==> src/rtl/alu_pkg.sv <==
// Shared definitions for the registered ALU: mode encodings and control FSM states.
package alu_pkg;

  localparam int MODE_W = 4;

  localparam logic [MODE_W-1:0] MODE_ADD = 4'd0;
  localparam logic [MODE_W-1:0] MODE_SUB = 4'd1;
  localparam logic [MODE_W-1:0] MODE_CMP = 4'd2;
  localparam logic [MODE_W-1:0] MODE_AND = 4'd3;
  localparam logic [MODE_W-1:0] MODE_OR  = 4'd4;
  localparam logic [MODE_W-1:0] MODE_XOR = 4'd5;
  localparam logic [MODE_W-1:0] MODE_ADC = 4'd6;
  localparam logic [MODE_W-1:0] MODE_SBB = 4'd7;
  localparam logic [MODE_W-1:0] MODE_SHL = 4'd8;
  localparam logic [MODE_W-1:0] MODE_SHR = 4'd9;
  localparam logic [MODE_W-1:0] MODE_MUL = 4'd10;

  typedef enum logic [1:0] {
    ST_IDLE,
    ST_BUSY,
    ST_DONE
  } state_e;

endpackage

==> src/rtl/alu_mul_seq.sv <==
// Shift-add multiplier: one partial product per clock, WIDTH iterations after start.
module alu_mul_seq #(
  parameter int WIDTH = 8
) (
  input  logic               clk,
  input  logic               rst,
  input  logic               start,
  input  logic [WIDTH-1:0]   a,
  input  logic [WIDTH-1:0]   b,
  output logic               done,
  output logic [2*WIDTH-1:0] product
);

  localparam int CNT_W = $clog2(WIDTH + 1);

  logic [2*WIDTH-1:0] acc_q;
  logic [2*WIDTH-1:0] mcand_q;
  logic [WIDTH-1:0]   mplier_q;
  logic [CNT_W-1:0]   cnt_q;
  logic               run_q;

  // done marks the edge that performs the final iteration; product is complete after it.
  assign done    = run_q && (cnt_q == CNT_W'(WIDTH - 1));
  assign product = acc_q;

  // NOTE: sequential state uses non-blocking assignments so every register samples
  // pre-edge values, independent of statement order.
  always_ff @(posedge clk) begin
    if (rst) begin
      acc_q    <= '0;
      mcand_q  <= '0;
      mplier_q <= '0;
      cnt_q    <= '0;
      run_q    <= 1'b0;
    end else if (start) begin
      acc_q    <= '0;
      mcand_q  <= {{WIDTH{1'b0}}, a};
      mplier_q <= b;
      cnt_q    <= '0;
      run_q    <= 1'b1;
    end else if (run_q) begin
      if (mplier_q[0]) acc_q <= acc_q + mcand_q;
      mcand_q  <= mcand_q << 1;
      mplier_q <= mplier_q >> 1;
      cnt_q    <= cnt_q + CNT_W'(1);
      if (done) run_q <= 1'b0;
    end
  end

endmodule

==> src/rtl/alu_seq.sv <==
// Registered ALU with held zero/carry flags, carry-chained ops and a multi-cycle multiply.
module alu_seq
  import alu_pkg::*;
#(
  parameter int WIDTH  = 8,
  parameter bit MUL_EN = 1'b1
) (
  input  logic              clk,
  input  logic              rst,
  input  logic              in_valid,
  output logic              in_ready,
  input  logic [WIDTH-1:0]  in1,
  input  logic [WIDTH-1:0]  in2,
  input  logic [MODE_W-1:0] mode,
  output logic              out_valid,
  output logic [WIDTH-1:0]  out,
  output logic              flag_zero,
  output logic              flag_carry,
  output logic              busy
);

  state_e             state_q, state_d;
  logic [WIDTH-1:0]   out_q, out_d;
  logic               zero_q, zero_d;
  logic               carry_q, carry_d;
  logic               valid_q, valid_d;
  logic               accept;
  logic               mul_start;
  logic               mul_done;
  logic [2*WIDTH-1:0] mul_product;
  logic               cin;
  logic [WIDTH:0]     sum;
  logic [WIDTH:0]     diff;

  assign busy       = (state_q != ST_IDLE);
  assign in_ready   = ~busy;
  assign accept     = in_valid & in_ready;
  assign out        = out_q;
  assign flag_zero  = zero_q;
  assign flag_carry = carry_q;
  assign out_valid  = valid_q;

  // Carry-in/borrow-in only for the chained modes; the MSB of each sum is the new carry.
  assign cin  = ((mode == MODE_ADC) || (mode == MODE_SBB)) ? carry_q : 1'b0;
  assign sum  = {1'b0, in1} + {1'b0, in2} + {{WIDTH{1'b0}}, cin};
  assign diff = {1'b0, in2} - {1'b0, in1} - {{WIDTH{1'b0}}, cin};

  generate
    if (MUL_EN) begin : g_mul
      alu_mul_seq #(.WIDTH(WIDTH)) u_mul (
        .clk     (clk),
        .rst     (rst),
        .start   (mul_start),
        .a       (in1),
        .b       (in2),
        .done    (mul_done),
        .product (mul_product)
      );
    end else begin : g_no_mul
      assign mul_done    = 1'b0;
      assign mul_product = '0;
    end
  endgenerate

  // NOTE: every signal written here gets a default first, so no path can infer a latch.
  always_comb begin
    state_d   = state_q;
    out_d     = out_q;
    zero_d    = zero_q;
    carry_d   = carry_q;
    valid_d   = 1'b0;
    mul_start = 1'b0;
    case (state_q)
      ST_IDLE: begin
        if (accept) begin
          valid_d = 1'b1;
          case (mode)
            MODE_ADD, MODE_ADC: {carry_d, out_d} = sum;
            MODE_SUB, MODE_SBB: {carry_d, out_d} = diff;
            MODE_CMP: begin
              out_d   = in2;
              carry_d = (in1 > in2);
              zero_d  = (in1 == in2);
            end
            MODE_AND: out_d = in1 & in2;
            MODE_OR:  out_d = in1 | in2;
            MODE_XOR: out_d = in1 ^ in2;
            MODE_SHL: begin
              out_d   = {in1[WIDTH-2:0], 1'b0};
              carry_d = in1[WIDTH-1];
            end
            MODE_SHR: begin
              out_d   = {1'b0, in1[WIDTH-1:1]};
              carry_d = in1[0];
            end
            MODE_MUL: begin
              if (MUL_EN) begin
                mul_start = 1'b1;
                valid_d   = 1'b0;
                state_d   = ST_BUSY;
              end
            end
            default: ;
          endcase
          if ((mode <= MODE_SHR) && (mode != MODE_CMP)) zero_d = (out_d == '0);
        end
      end
      ST_BUSY: begin
        if (mul_done) state_d = ST_DONE;
      end
      ST_DONE: begin
        out_d   = mul_product[WIDTH-1:0];
        carry_d = |mul_product[2*WIDTH-1:WIDTH];
        zero_d  = (mul_product == '0);
        valid_d = 1'b1;
        state_d = ST_IDLE;
      end
      default: state_d = ST_IDLE;
    endcase
  end

  always_ff @(posedge clk) begin
    if (rst) begin
      state_q <= ST_IDLE;
      out_q   <= '0;
      zero_q  <= 1'b0;
      carry_q <= 1'b0;
      valid_q <= 1'b0;
    end else begin
      state_q <= state_d;
      out_q   <= out_d;
      zero_q  <= zero_d;
      carry_q <= carry_d;
      valid_q <= valid_d;
    end
  end

endmodule

==> config.mk <==
export PLATFORM = sky130hd
export DESIGN_NAME = alu_seq
export DESIGN_NICKNAME = d
export VERILOG_FILES = /design/src/rtl/alu_pkg.sv /design/src/rtl/alu_mul_seq.sv /design/src/rtl/alu_seq.sv
export SDC_FILE = /design/constraint.sdc
export NUM_CORES = 1
export LEC_CHECK = 0
export ABC_AREA = 0
export CAP_MARGIN = 20
export CELL_PAD_IN_SITES_DETAIL_PLACEMENT = 1
export CELL_PAD_IN_SITES_GLOBAL_PLACEMENT = 1
export CORE_MARGIN = 3
export CORE_UTILIZATION = 40
export DETAILED_ROUTE_END_ITERATION = 8
export GPL_ROUTABILITY_DRIVEN = 0
export GPL_TIMING_DRIVEN = 0
export PLACE_DENSITY_LB_ADDON = 0.1
export RECOVER_POWER = 100
export SLEW_MARGIN = 20
export SYNTH_ARGS = -nofsm -noshare
export SYNTH_HDL_FRONTEND = slang
export SYNTH_HIERARCHICAL = 1
export SYNTH_SLANG_ARGS = --single-unit
==> constraint.sdc <==
create_clock -name clk -period 3.36 [get_ports clk]
set_input_delay 0.84 -clock clk [delete_from_list [all_inputs] [get_ports clk]]
set_output_delay 0.84 -clock clk [all_outputs]
set_load 0.005 [all_outputs]
# Yosys cells after proc, flatten, opt, wreduce, memory -nomap -nowiden
# Index checks and enable logic that the tools add are counted.
# op_classes
add_sub_neg,6
n_lt_le_gt_ge,2
eq_ne,20
muxes,30
bitwise_logic,5
reduce_logical,19
# op_table
op,count
one-hot mux 8 bit (8 select lines),1
two-way mux 8 bit,7
== test 4 x 3 -> 1 bit (second input constant),5
adder 16 bit,1
zero test 16 bit,1
one-hot mux 8 bit (2 select lines),1
two-way mux 1 bit,13
== test 4 bit (second input constant),3
adder 8 x 8 -> 9 bit,1
adder 9 x 1 -> 9 bit,1
AND reduction 3 bit,3
subtractor 8 x 8 -> 9 bit,1
subtractor 9 x 1 -> 9 bit,1
AND 8 bit,1
== test 4 x 2 -> 1 bit (second input constant),2
== test 8 bit,1
greater-than comparator 8 bit,1
zero test 8 bit,1
OR 8 bit,1
OR reduction 8 bit,1
XOR 8 bit,1
two-way mux 2 bit,3
inequality test 6 x 1 -> 1 bit (second input constant),1
one-hot mux 1 bit (2 select lines),3
20 further kinds,27
# totals
register_bits,58
elab_cells,93

# Logic depth before layout (Yosys ltp)
# Gate-level depths: netlist (run 1).
# depth
ltp_word,11
depth_mapped,15
mapped_depth_nobuf,13

# Cells and area by module
# The synthesis (run 1) kept the hierarchy.
# by_module_without_submodules
module,instances,cells_each,area_each_um2
alu_seq,1,344,2502.4
alu_mul_seq,1,295,2464.9

# Least setup slack after synthesis (run 1)
# No wires, ideal clock.
# synth_path
path_type,input -> register
from,input mode[2]
to,"register zero_q, in the netlist flag_zero"
setup_time_ns,0.116
t_arrival_ns,3.521
required_ns,3.244
setup_slack_ns,-0.278
path_stages,13
n_path_buf,3
path_cell_list,buf_6 > buf_2 > clkbuf_1 > nand3_1 > fa_1 > ha_1 > or4_1 > o221a_2 > xnor2_1 > a211oi_1 > a31oi_1 > nor2_1 > a41o_1
# synth_via
elab_chain_cells,11
word_cells_on_any_way,28
# synth_lines
item,line,text
start: declaration,alu_seq.sv:14,"input logic [MODE_W-1:0] mode,"
== test 4 x 3 -> 1 bit,"alu_seq.sv:44, alu_seq.sv:77",
logical OR 1 bit,alu_seq.sv:44,assign cin = ((mode == MODE_ADC) || (mode == MODE_SBB)) ? carry_q : 1'b0;
two-way mux 1 bit,alu_seq.sv:44,
subtractor 9 x 1 -> 9 bit / adder 9 x 1 -> 9 bit (equally long branches),"alu_seq.sv:46, alu_seq.sv:45",
one-hot mux 8 bit (8 select lines),alu_seq.sv:77,case (mode)
two-way mux 8 bit,alu_seq.sv:75,if (accept) begin
two-way mux 8 bit,alu_seq.sv:73,case (state_q)
zero test 8 bit,alu_seq.sv:105,if ((mode <= MODE_SHR) && (mode != MODE_CMP)) zero_d = (out_d == '0);
two-way mux 1 bit,alu_seq.sv:105,
two-way mux 1 bit,alu_seq.sv:75,
one-hot mux 1 bit (2 select lines),alu_seq.sv:73,
end signal: assignment,alu_seq.sv:132,zero_q <= zero_d;
end: declaration,alu_seq.sv:24,"logic zero_q, zero_d;"
# Parallel ways exist; a longest one is shown, timed or not. The select of a mux whose other input is x is not followed.
# A chain may end at the register's enable or synchronous reset.

# Final worst setup path (run 1)
# layout_path
from,input in1[4]
to,"register zero_q, in the netlist flag_zero"
# layout_via
elab_chain_cells,9
word_cells_on_any_way,16
# layout_lines
item,line,text
start: declaration,alu_seq.sv:12,"input logic [WIDTH-1:0] in1,"
subtractor 8 x 8 -> 9 bit / adder 8 x 8 -> 9 bit (equally long branches),"alu_seq.sv:46, alu_seq.sv:45",
subtractor 9 x 1 -> 9 bit / adder 9 x 1 -> 9 bit (equally long branches),"alu_seq.sv:46, alu_seq.sv:45",
one-hot mux 8 bit (8 select lines),alu_seq.sv:77,
two-way mux 8 bit,alu_seq.sv:75,
two-way mux 8 bit,alu_seq.sv:73,
zero test 8 bit,alu_seq.sv:105,
two-way mux 1 bit (*),alu_seq.sv:105,
two-way mux 1 bit (*),alu_seq.sv:75,
one-hot mux 1 bit (2 select lines) (*),alu_seq.sv:73,
# Every way passes the cells marked *; elsewhere a longest branch is shown, timed or not. The select of a mux whose other input is x is not followed.

==> impl_metrics.sql, run 1 <==
INSERT INTO impl_metrics (metric_group, metric, value, unit) VALUES
('finish', 'design.final.nets', '769', ''),
('synthesis', 'yosys.area_share.simple', '21.4', '%'),
('clocking', 'cts_tree', 'built', ''),
('synthesis', 'syn-num-nets', '718', ''),
('route', 'top_signal_layer_used', 'met4', ''),
('finish', 'regArea', '0.00116', 'sq mm'),
('sta', 'max_clock_freq', '306', 'MHz'),
('synthesis', 'post_synth_inst_count', '639', ''),
('grt', 'first_global_vias', '5277', ''),
('route', 'wirelength', '18.0', 'mm'),
('die', 'chipWidth', '117', 'um'),
('die', 'initial_utilization', '41.2', '%'),
('sta', 'final_setup_violations', '0', ''),
('synthesis', 'synth_top_family_by_area', 'compound AO/OA/AOI/OAI gates', ''),
('finish', 'multi_input_comb_area', '0.00370', 'sq mm'),
('grt', 'maximum_number_of_pins_on_one_net_before_global_route_repair', '20', ''),
('worst_setup_path', 'worstSetupEndpointType', 'flop', ''),
('placed_design', 'placement.io_buffers', '32', ''),
('synthesis', 'synth_top_cell_area_share', '23.4', '%'),
('clocking', 'clkSlewWorstSetupHoldPaths', '0.05', 'ns'),
('worst_setup_path', 'critPathMaxFanout', '7', ''),
('worst_setup_path', 'critPathRequiredTime', '3.58', 'ns'),
('synthesis', 'post_synth_main_area_contributors', 'sky130_fd_sc_hd__dfxtp_1 (23%), sky130_fd_sc_hd__ha_1 (12%), sky130_fd_sc_hd__nor2_1 (7.6%)', ''),
('worst_setup_path', 'crit_path_largest_cell_delay', '0.43', 'ns'),
('power_and_ir_drop', 'power.static_leakage', '2.47', 'nW'),
('synthesis', 'synth.distinct_cells', '74', ''),
('sta', 'fin_worst_skew', '0.00803', 'ns'),
('sta', 'worstMarginPinSlew', '0.711', 'ns'),
('route', 'post_drt_via_cell_ratio', '5.95', ''),
('die', 'dieArea', '0.0138', 'sq mm'),
('grt', 'wire_length_of_the_first_global_routing_pass', '28.8', 'mm'),
('finish', 'post_route_cells_drive_above_1_share', '13.0', '%'),
('synthesis', 'mappedNetlistArea', '0.00497', 'sq mm'),
('synthesis', 'yosys.cell_count.top_type', 'sky130_fd_sc_hd__nor2_1', ''),
('die', 'top_level_ports', '36', ''),
('placed_design', 'post-dp-hpwl', '14.1', 'mm'),
('synthesis', 'ys_dominant_reg_cell', 'sky130_fd_sc_hd__dfxtp_1', ''),
('synthesis', 'synthAdderAreaFrac', '15.3', '%'),
('route', 'wl_met2', '8.33', 'mm'),
('clocking', 'cts_hold_buf', '0', ''),
('clocking', 'clock-sinks', '58', ''),
('sta', 'final_hold_viol_count', '0', ''),
('route', 'drt_pre_antenna_iters', '5', ''),
('synthesis', 'netlist_top_cells_count', 'sky130_fd_sc_hd__nor2_1 (100), sky130_fd_sc_hd__dfxtp_1 (58), sky130_fd_sc_hd__a21oi_1 (57)', ''),
('worst_setup_path', 'timing.setup.critical_path_class', 'in -> reg', ''),
('synthesis', 'async_reset_ff_share', '0', '%'),
('synthesis', 'count_of_warnings_emitted_by_yosys', '6', ''),
('clocking', 'clock_tree.root_cell', 'sky130_fd_sc_hd__clkbuf_16', ''),
('finish', 'area.growth.synth_to_final', '20.8', '%'),
('synthesis', 'post_synth.cell_area_avg', '7.77', 'sq um'),
('route', 'wl_met3', '943', 'um'),
('power_and_ir_drop', 'max_vdd_drop', '0.000232', 'V'),
('run_status', 'run_status', 'completed', ''),
('worst_setup_path', 'timing.critical_path.arrival', '3.48', 'ns'),
('synthesis', 'yosysTopAreaCell', 'sky130_fd_sc_hd__dfxtp_1', ''),
('synthesis', 'post_synthesis_sequential_area_ratio', '23.4', '%'),
('worst_setup_path', 'worstPathCellList', 'clkdlybuf4s15_1 -> inv_1 -> ha_2 -> ha_1 -> or4_4 -> o221a_4 -> xnor2_2 -> a211oi_2 -> a31oi_2 -> nor2_1 -> a41o_1', ''),
('finish', 'diodes', '0', ''),
('grt', 'grt_util_all_layers', '26.1', '%'),
('finish', 'filler_cell_count', '1490', ''),
('sta', 'timing.final.max_slew_violations', '0', ''),
('die', 'die_h', '117', 'um'),
('clocking', 'cts-root-to-sink-buffers', '2', ''),
('grt', 'antenna_violations_before_repair', '0', ''),
('route', 'num_vias', '5125', ''),
('sta', 'max_slew_margin', '52.5', '%'),
('die', 'rows', '40', ''),
('synthesis', 'ys_ff_latch', '58', ''),
('route', 'final_antenna_net_count', '0', ''),
('clocking', 'cts_inserted_buffers', '9', ''),
('job', 'max_cap_violations', '0', '');
-- area by class of cell --
cell class / count / share of cell area, %
Buffer: 28 / 2.46
Clock buffer: 9 / 3.75
Clock inverter: 6 / 0.751
Inverter: 34 / 2.13
Multi-Input combinational cell: 515 / 61.7
Sequential cell: 58 / 19.4
Tap cell: 168 / 3.50
Timing Repair Buffer: 44 / 6.32
-- registers in the layout, summed over array words and instances, names as in the netlist --
signal and flops:
flag_carry 1, flag_zero 1, g_mul.u_mul/cnt_q 4, g_mul.u_mul/mcand_q 16
g_mul.u_mul/mplier_q 8, g_mul.u_mul/product 16, g_mul.u_mul/run_q 1, out 8
out_valid 1, state_q 2
-- routing by layer --
layer | up-vias | track usage, %
met5 | - | 0
met1 | 2526 | 35.1
met3 | 38 | 5.40
met2 | 148 | 42.5
li1 | 2413 | -
met4 | 0 | 7.77
-- final timing paths --
| kind | startpoint | cells after the start | slack [ns] | endpoint |
|---|---|---|---|---|
| setup / recovery | in1[4] | 11 | 0.1 | flag_zero |
| hold / removal | out[1] | 2 | 0.48 | out[1] |
| setup reg to reg | flag_carry | 12 | 0.42 | out[6] |
| hold reg to reg | out[1] | 2 | 0.48 | out[1] |
-- critical path: cells and delay by family --
family | cells | cell delay (ns)
AO/OA/AOI/OAI | 4 | 0.85
adder cells (fa/ha/maj) | 2 | 0.66
AND/OR/NAND/NOR | 2 | 0.50
buffers and inverters | 2 | 0.48
XOR/XNOR | 1 | 0.15
-- placed cells by master (no fill, tap or decap), types with 7 or more instances in the layout --
cell / Yosys / routed
sky130_fd_sc_hd__ha_1: 48 / 44
sky130_fd_sc_hd__o22ai_1: 7 / 7
sky130_fd_sc_hd__xnor2_1: 13 / 12
sky130_fd_sc_hd__o21ai_0: 29 / 28
sky130_fd_sc_hd__a31oi_1: 12 / 11
sky130_fd_sc_hd__nor2b_1: 11 / 10
sky130_fd_sc_hd__clkbuf_1: 14 / 14
sky130_fd_sc_hd__clkbuf_16: 0 / 9
sky130_fd_sc_hd__a21oi_1: 57 / 55
sky130_fd_sc_hd__mux2i_1: 28 / 27
sky130_fd_sc_hd__nor4_1: 7 / 7
sky130_fd_sc_hd__buf_4: 3 / 15
sky130_fd_sc_hd__nor2_1: 100 / 99
sky130_fd_sc_hd__clkbuf_2: 0 / 8
sky130_fd_sc_hd__nand3_1: 8 / 7
sky130_fd_sc_hd__inv_1: 33 / 31
sky130_fd_sc_hd__nor3_1: 18 / 15
sky130_fd_sc_hd__buf_2: 11 / 8
sky130_fd_sc_hd__dfxtp_1: 58 / 58
sky130_fd_sc_hd__a21o_1: 8 / 8
sky130_fd_sc_hd__xor2_1: 7 / 7
sky130_fd_sc_hd__a211oi_1: 13 / 12
sky130_fd_sc_hd__nand2_1: 41 / 41
sky130_fd_sc_hd__dlygate4sd3_1: 0 / 14
-- kinds of logic after synthesis --
family,count (synthesis)
simple gates,225
compound gates,186
buf+inv,66
flops,58
fa+ha+maj,56
mux,28
xor+xnor,20
-- timing repair --
item / 4_1_cts / 5_1_grt
pin swaps: 13 / 20
gates resized for setup: 35 / 36
endpoints found under the hold margin: 0 / 0
buffers inserted: 5 / 7
setup endpoints to repair: 23 / 22
-- report_power, final --
part	leakage [nW]	internal, mW	switching, mW
clock	0.123	0.494	0.333
combinational	1.87	0.227	0.317
sequential	0.470	0.702	0.0142
-- per-stage QoR --
step | hold slack [ns] | utilization [%] | area [sq um] | setup WS (ns) | TNS (ns)
2_1_floorplan | 0.455 | - | 5030 | -0.00725 | -0.00725
3_3_place_gp | 0.466 | 46.1 | 5560 | -0.890 | -16.16
3_5_place_dp | 0.478 | 46.1 | 5560 | -1.03 | -20.29
4_1_cts | 0.488 | 49.1 | 5920 | -0.0902 | -0.0902
5_1_grt | 0.506 | 49.7 | 6000 | -0.00680 | -0.00952
6_report | 0.477 | 49.7 | 6000 | 0.0968 | 0
Note: power is estimated with default switching activity, not from simulation.
==> inputs of run 2 (changes only) <==
--- a/config.mk
+++ b/config.mk
@@ -14,7 +14,7 @@
 export DETAILED_ROUTE_END_ITERATION = 8
 export GPL_ROUTABILITY_DRIVEN = 0
 export GPL_TIMING_DRIVEN = 0
-export PLACE_DENSITY_LB_ADDON = 0.1
+export PLACE_DENSITY_LB_ADDON = 0.3
 export RECOVER_POWER = 100
 export SLEW_MARGIN = 20
 export SYNTH_ARGS = -nofsm -noshare
==> impl_metrics.sql, run 2 (synthesized netlist as in run 1, its figures left out) <==
INSERT INTO impl_metrics (metric_group, metric, value, unit) VALUES
('die', 'dieArea', '0.0138', 'sq mm'),
('min_path', 'worst_hold_path_type', 'reg -> reg', ''),
('die', 'core-area', '0.0121', 'sq mm'),
('power_and_ir_drop', 'power.static_leakage', '2.49', 'nW'),
('sta', 'worstMarginPinSlew', '0.761', 'ns'),
('die', 'rows', '40', ''),
('route', 'num_vias', '5115', ''),
('worst_setup_path', 'crit_path_from', 'in2[0]', ''),
('power_and_ir_drop', 'power.density_cell_area', '345', 'mW/mm^2'),
('route', 'drt_pre_antenna_iters', '4', ''),
('sta', 'post-route-min-period', '3.33', 'ns'),
('route', 'wirelength', '17.8', 'mm'),
('grt', 'wire_length_of_the_first_global_routing_pass', '28.8', 'mm'),
('grt', 'globalRoute.totalOverflow', '0', ''),
('worst_setup_path', 'rr_startpoint', 'flag_carry', ''),
('clocking', 'clock_latency_late_sink', '0.33', 'ns'),
('placed_design', 'placement.io_buffers', '32', ''),
('clocking', 'clock-sinks', '58', ''),
('worst_setup_path', 'critPathMaxFanout', '7', ''),
('min_path', 'worst_hold_startpoint', 'g_mul.u_mul/product[10]', ''),
('die', 'chipWidth', '117', 'um'),
('clocking', 'cts-root-to-sink-buffers', '2', ''),
('finish', 'final_cell_mix', 'sky130_fd_sc_hd__nor2_1 (99), sky130_fd_sc_hd__dfxtp_1 (58), sky130_fd_sc_hd__a21oi_1 (55), sky130_fd_sc_hd__ha_1 (45), sky130_fd_sc_hd__nand2_1 (41)', ''),
('finish', 'final_core_utilization', '49.9', '%'),
('placed_design', 'dp_worst_setup_slack', '-0.973', 'ns'),
('sta', 'fin_worst_skew', '0.00644', 'ns'),
('finish', 'post_layout_nonfiller_instances', '862', ''),
('route', 'drt_iter0_markers', '246', ''),
('route', 'post_drt_via_cell_ratio', '5.93', ''),
('clocking', 'clock_tree.htree_level_count', '3', ''),
('grt', 'antenna_violations_before_repair', '0', ''),
('clocking', 'cts_inserted_buffers', '9', ''),
('route', 'remaining_drc_errors', '0', ''),
('die', 'top_level_ports', '36', ''),
('run_status', 'run_status', 'completed', ''),
('route', 'detail_route.wl_per_cell', '20.7', 'um'),
('worst_setup_path', 'critPathRequiredTime', '3.63', 'ns'),
('sta', 'postLayoutSetupSlackWorst', '0.0313', 'ns'),
('worst_setup_path', 'worstSetupEndpointType', 'flop', ''),
('power_and_ir_drop', 'max_vdd_drop', '0.000255', 'V'),
('sta', 'layout_worst_path_cycle_share', '99.1', '%'),
('sta', 'max_clock_freq', '300', 'MHz'),
('sta', 'hold-worst-slack', '0.487', 'ns'),
('placed_design', 'post-place-cells', '839', ''),
('sta', 'rsz0062_at_grt', 'yes', ''),
('clocking', 'cts_tree', 'built', ''),
('sta', 'final_hold_viol_count', '0', ''),
('worst_setup_path', 'critPathLaunchType', 'primary input', ''),
('finish', 'area.growth.synth_to_final', '21.1', '%'),
('route', 'final_antenna_net_count', '0', ''),
('grt', 'first_global_vias', '5470', ''),
('grt', 'grt_util_all_layers', '25.7', '%'),
('grt', 'maximum_number_of_pins_on_one_net_before_global_route_repair', '20', ''),
('worst_setup_path', 'timing.setup.critical_path_class', 'in -> reg', ''),
('clocking', 'clock_tree.root_cell', 'sky130_fd_sc_hd__clkbuf_16', ''),
('die', 'die_h', '117', 'um'),
('sta', 'final_setup_violations', '0', ''),
('finish', 'post_route_cells_drive_above_1_share', '11.8', '%'),
('die', 'initial_utilization', '41.2', '%'),
('clocking', 'clkSlewWorstSetupHoldPaths', '0.05', 'ns'),
('sta', 'timing.final.max_slew_violations', '0', ''),
('worst_setup_path', 'timing.critical_path.arrival', '3.60', 'ns'),
('sta', 'max_slew_margin', '49.2', '%'),
('finish', 'mostFrequentLayoutCell', 'sky130_fd_sc_hd__nor2_1', ''),
('finish', 'diodes', '0', ''),
('placed_design', 'post-dp-hpwl', '13.5', 'mm'),
('finish', 'design.final.nets', '770', ''),
('job', 'max_cap_violations', '0', '');
-- run 2: changes by cell type in the layout (fill, tap and decap cells not counted), moves of 3 or more --
cell / change
sky130_fd_sc_hd__buf_4: -3
sky130_fd_sc_hd__buf_8: +3
sky130_fd_sc_hd__clkbuf_2: -5
sky130_fd_sc_hd__dlygate4sd2_1: +5
-- run 2: layout make-up --
cell class,count,area [sq um]
flip-flops and latches,58,1160
inverters,34,128
well taps,168,210
repair buffers,44,408
clock inverters,3,17.5
plain buffers,29,154
fillers,1483,6050
clock buffers,11,243
multi-input cells,515,3690
-- run 2: worst paths after layout --
path	end	slack [ns]	cells past startpoint
hold reg to reg	g_mul.u_mul/product[10]	0.49	2
hold / removal	g_mul.u_mul/product[10]	0.49	2
setup / recovery	flag_zero	0.03	11
setup reg to reg	flag_zero	0.40	12
-- run 2: report_power, final --
| group | switching (mW) | internal (mW) | total (mW) |
|---|---|---|---|
| registers | 0.0143 | 0.703 | 0.717 |
| logic | 0.311 | 0.231 | 0.542 |
| clock network | 0.308 | 0.507 | 0.815 |
-- run 2: through the flow --
| step | power, mW | TNS (ns) | area [sq um] |
|---|---|---|---|
| after detailed placement | 1.21 | -19.16 | 5560 |
| after global placement | 1.19 | -15.23 | 5560 |
| after CTS | 2.08 | -0.0354 | 5970 |
| after global routing | 2.17 | -0.185 | 6020 |
| after floorplan | 1.03 | -0.00725 | 5030 |
| final | 2.07 | 0 | 6020 |
-- run 2: layer usage --
| metal | track usage (%) | share of wire (%) |
|---|---|---|
| met2 | 45.7 | 50 |
| met1 | 30.3 | 41 |
| met5 | 0 | 0 |
| met3 | 4.05 | 5.1 |
| met4 | 11.8 | 4.0 |
-- run 2: what timing repair did --
action                     in CTS  in global routing
setup endpoints to repair      23                 19
buffers inserted                9                  3
pin swaps                      18                 10
hold buffers                    0                  0
resized for setup              42                 23
-- run 2: worst max-delay path: stages --
cell                            delay (ns)
sky130_fd_sc_hd__dlygate4sd2_1        0.44
sky130_fd_sc_hd__fa_2                 0.32
sky130_fd_sc_hd__inv_2                0.04
sky130_fd_sc_hd__fa_1                 0.53
sky130_fd_sc_hd__nor3b_2              0.05
sky130_fd_sc_hd__o21ai_1              0.16
sky130_fd_sc_hd__a21oi_2              0.10
sky130_fd_sc_hd__a2111oi_4            0.46
sky130_fd_sc_hd__nand3_1              0.17
sky130_fd_sc_hd__nor4_2               0.30
sky130_fd_sc_hd__a41o_1               0.19
==> edit (config.mk and constraints of run 2) <==
The 3 states of `state_e` get a one-hot encoding in 3 bits.
--- a/src/rtl/alu_pkg.sv
+++ b/src/rtl/alu_pkg.sv
@@ -16,8 +16,8 @@
   localparam logic [MODE_W-1:0] MODE_MUL = 4'd10;
 
-  typedef enum logic [1:0] {
-    ST_IDLE,
-    ST_BUSY,
-    ST_DONE
+  typedef enum logic [2:0] {
+    ST_IDLE = 3'b001,
+    ST_BUSY = 3'b010,
+    ST_DONE = 3'b100
   } state_e;
 
Behaviour: same outputs for any inputs over 10 cycles, from zero or initial values and one cycle with rst high; not proved beyond that.
==> edit against run 2 <==
Wire length decreased by 4.8%; worst hold slack improved by 0.0086 ns; sequential cell count increased by 1; cell area decreased by 1.6%; area after synthesis increased by 0.28%; combinational power decreased by 9.4%; power increased by 3.8%; register-to-register slack improved by 0.15 ns; die area increased by 0.26%; utilization decreased by 1.0 points; first-iteration DRC count increased by 43%; worst setup slack improved by 0.021 ns; highest routed layer unchanged.
==> edit: results (changes against run 2) <==
[run_status]
status = finished, final reports clean

[hold_path]
whs_path_depth = 2  ; unchanged
min_from = out[2]
holdPathEnd = out[2]

[synth]
synth_common_cells = nor2_1 (87), dfxtp_1 (59), a21oi_1 (55), ha_1 (48), nand2_1 (47)
muxShareOfSynthArea_pct = 5.65  ; +0.0095 points
synthAdderAreaFrac_pct = 15.3  ; -0.042 points
synth_xor_area_share_pct = 4.04  ; +0.52 points
synth_compound_area_share_pct = 24.7  ; -0.37 points
synthTopCellsByArea = dfxtp_1 (24%), ha_1 (12%), nor2_1 (6.6%)
seq_area_frac_synth_pct = 23.7  ; +0.34 points
synthesis.nets = 708  ; -1.4%

[setup_path]
r2r_start = state_q[0]
rr_worst_depth = 8  ; -4
cp_top_family = simple AND/OR/NAND/NOR gates
regToRegSetupSlack_ns = 0.55  ; +0.15 ns
setup.worst_path.start = in1[7]
cp_max_fo = 6  ; -1
slowest_delay_ns = 0.62  ; +0.09 ns
r2r-end = g_mul.u_mul/product[13]
slowest_stage = clkdlybuf4s50_1
cp.arrival_ns = 3.53  ; -0.07 ns
cp-endpoint = flag_carry

[final_layout]
drive_above_1_share_pct = 11.1  ; -0.72 points
fillCellCount = 1505  ; +1.5%
diodes = 0  ; unchanged
nets = 752  ; -2.3%

[clock_tree]
cts_resized = 29  ; -31%
clkTransAtPathRegs_ns = 0.05  ; about the same
post_cts_buffers = 4  ; -5
root_buffer = clkbuf_16

[detailed_routing]
met3_length_um = 833  ; -9.1%
wl_met2_um = 8450  ; -5.8%
drt-pass1-iter-count = 5  ; +1
vias_per_cell = 5.95  ; +0.32%
drtIter0Drc = 353  ; +43%
drt-total-wl_um = 17000  ; -4.8%
drt-met1-wl_um = 7230  ; -0.17%

[global_routing]
grt_pass1_vias = 5210  ; -4.8%
grt_pass1_wl_um = 27800  ; -3.5%
grt_usage_pct = 24.6  ; -1.1 points
grt_use_met2_pct = 43.4  ; -2.4 points
antenna_found_initial = 0  ; unchanged
grt_use_met1_pct = 30.1  ; -0.29 points
grt_remaining_overflow = 0  ; unchanged
grt_util_met3_pct = 5.33  ; +1.3 points

[power]
p_seq_share_pct = 33.8  ; -0.8 points
p_int_mw = 1.54  ; +6.7%
clkPwrFrac_pct = 43.4  ; +4.1 points
power.leakage_nw = 2.46  ; -1.3%
power.density_nw_per_um2 = 364  ; +5.5%
ir_worst_vdd_v = 0.000258  ; +1.4%

[run]
max_cap_violations = 0  ; unchanged

[sta]
skew_ns = 0.00601  ; -0.000434 ns
max_slew_margin_pct = 48.1  ; -1.1 points

[placed_design]
postPlaceCellArea_um2 = 5520  ; -0.65%
dp_hpwl_um = 13400  ; -1.3%

==> edit: cell count changes in the layout (fill, tap and decap cells not counted), moves of 5 or more <==
cell     change
nand3_1      +5
buf_4        -6
a31oi_1      -7
nor3_1       -9
nand2_1      +6
a22oi_1      +8
nor2_1      -12
==> edit: per-stage QoR <==
| stage | hold slack, ns | TNS (ns) | setup WS [ns] | power, mW | cells |
|---|---|---|---|---|---|
| floorplan | 0.455 | 0 | 0.00337 | 1.03 | 629 |
| global placement | 0.485 | -12.34 | -1.28 | 1.19 | 829 |
| detailed placement | 0.493 | -13.74 | -1.37 | 1.20 | 829 |
| CTS | 0.500 | 0 | 0.000346 | 2.17 | 846 |
| global route | 0.537 | -0.00125 | -0.00125 | 2.25 | 844 |
| finish | 0.496 | 0 | 0.0528 | 2.15 | 844 |
==> edit: layout make-up <==
cell class,instances,share of cell area [%]
clock buffer,12,4.50
timing repair buffer,36,5.69
clock inverter,2,0.592
inverter,32,2.03
buffer,28,2.60
multi-input combinational,507,61.1
sequential,59,20.0
tap,168,3.55
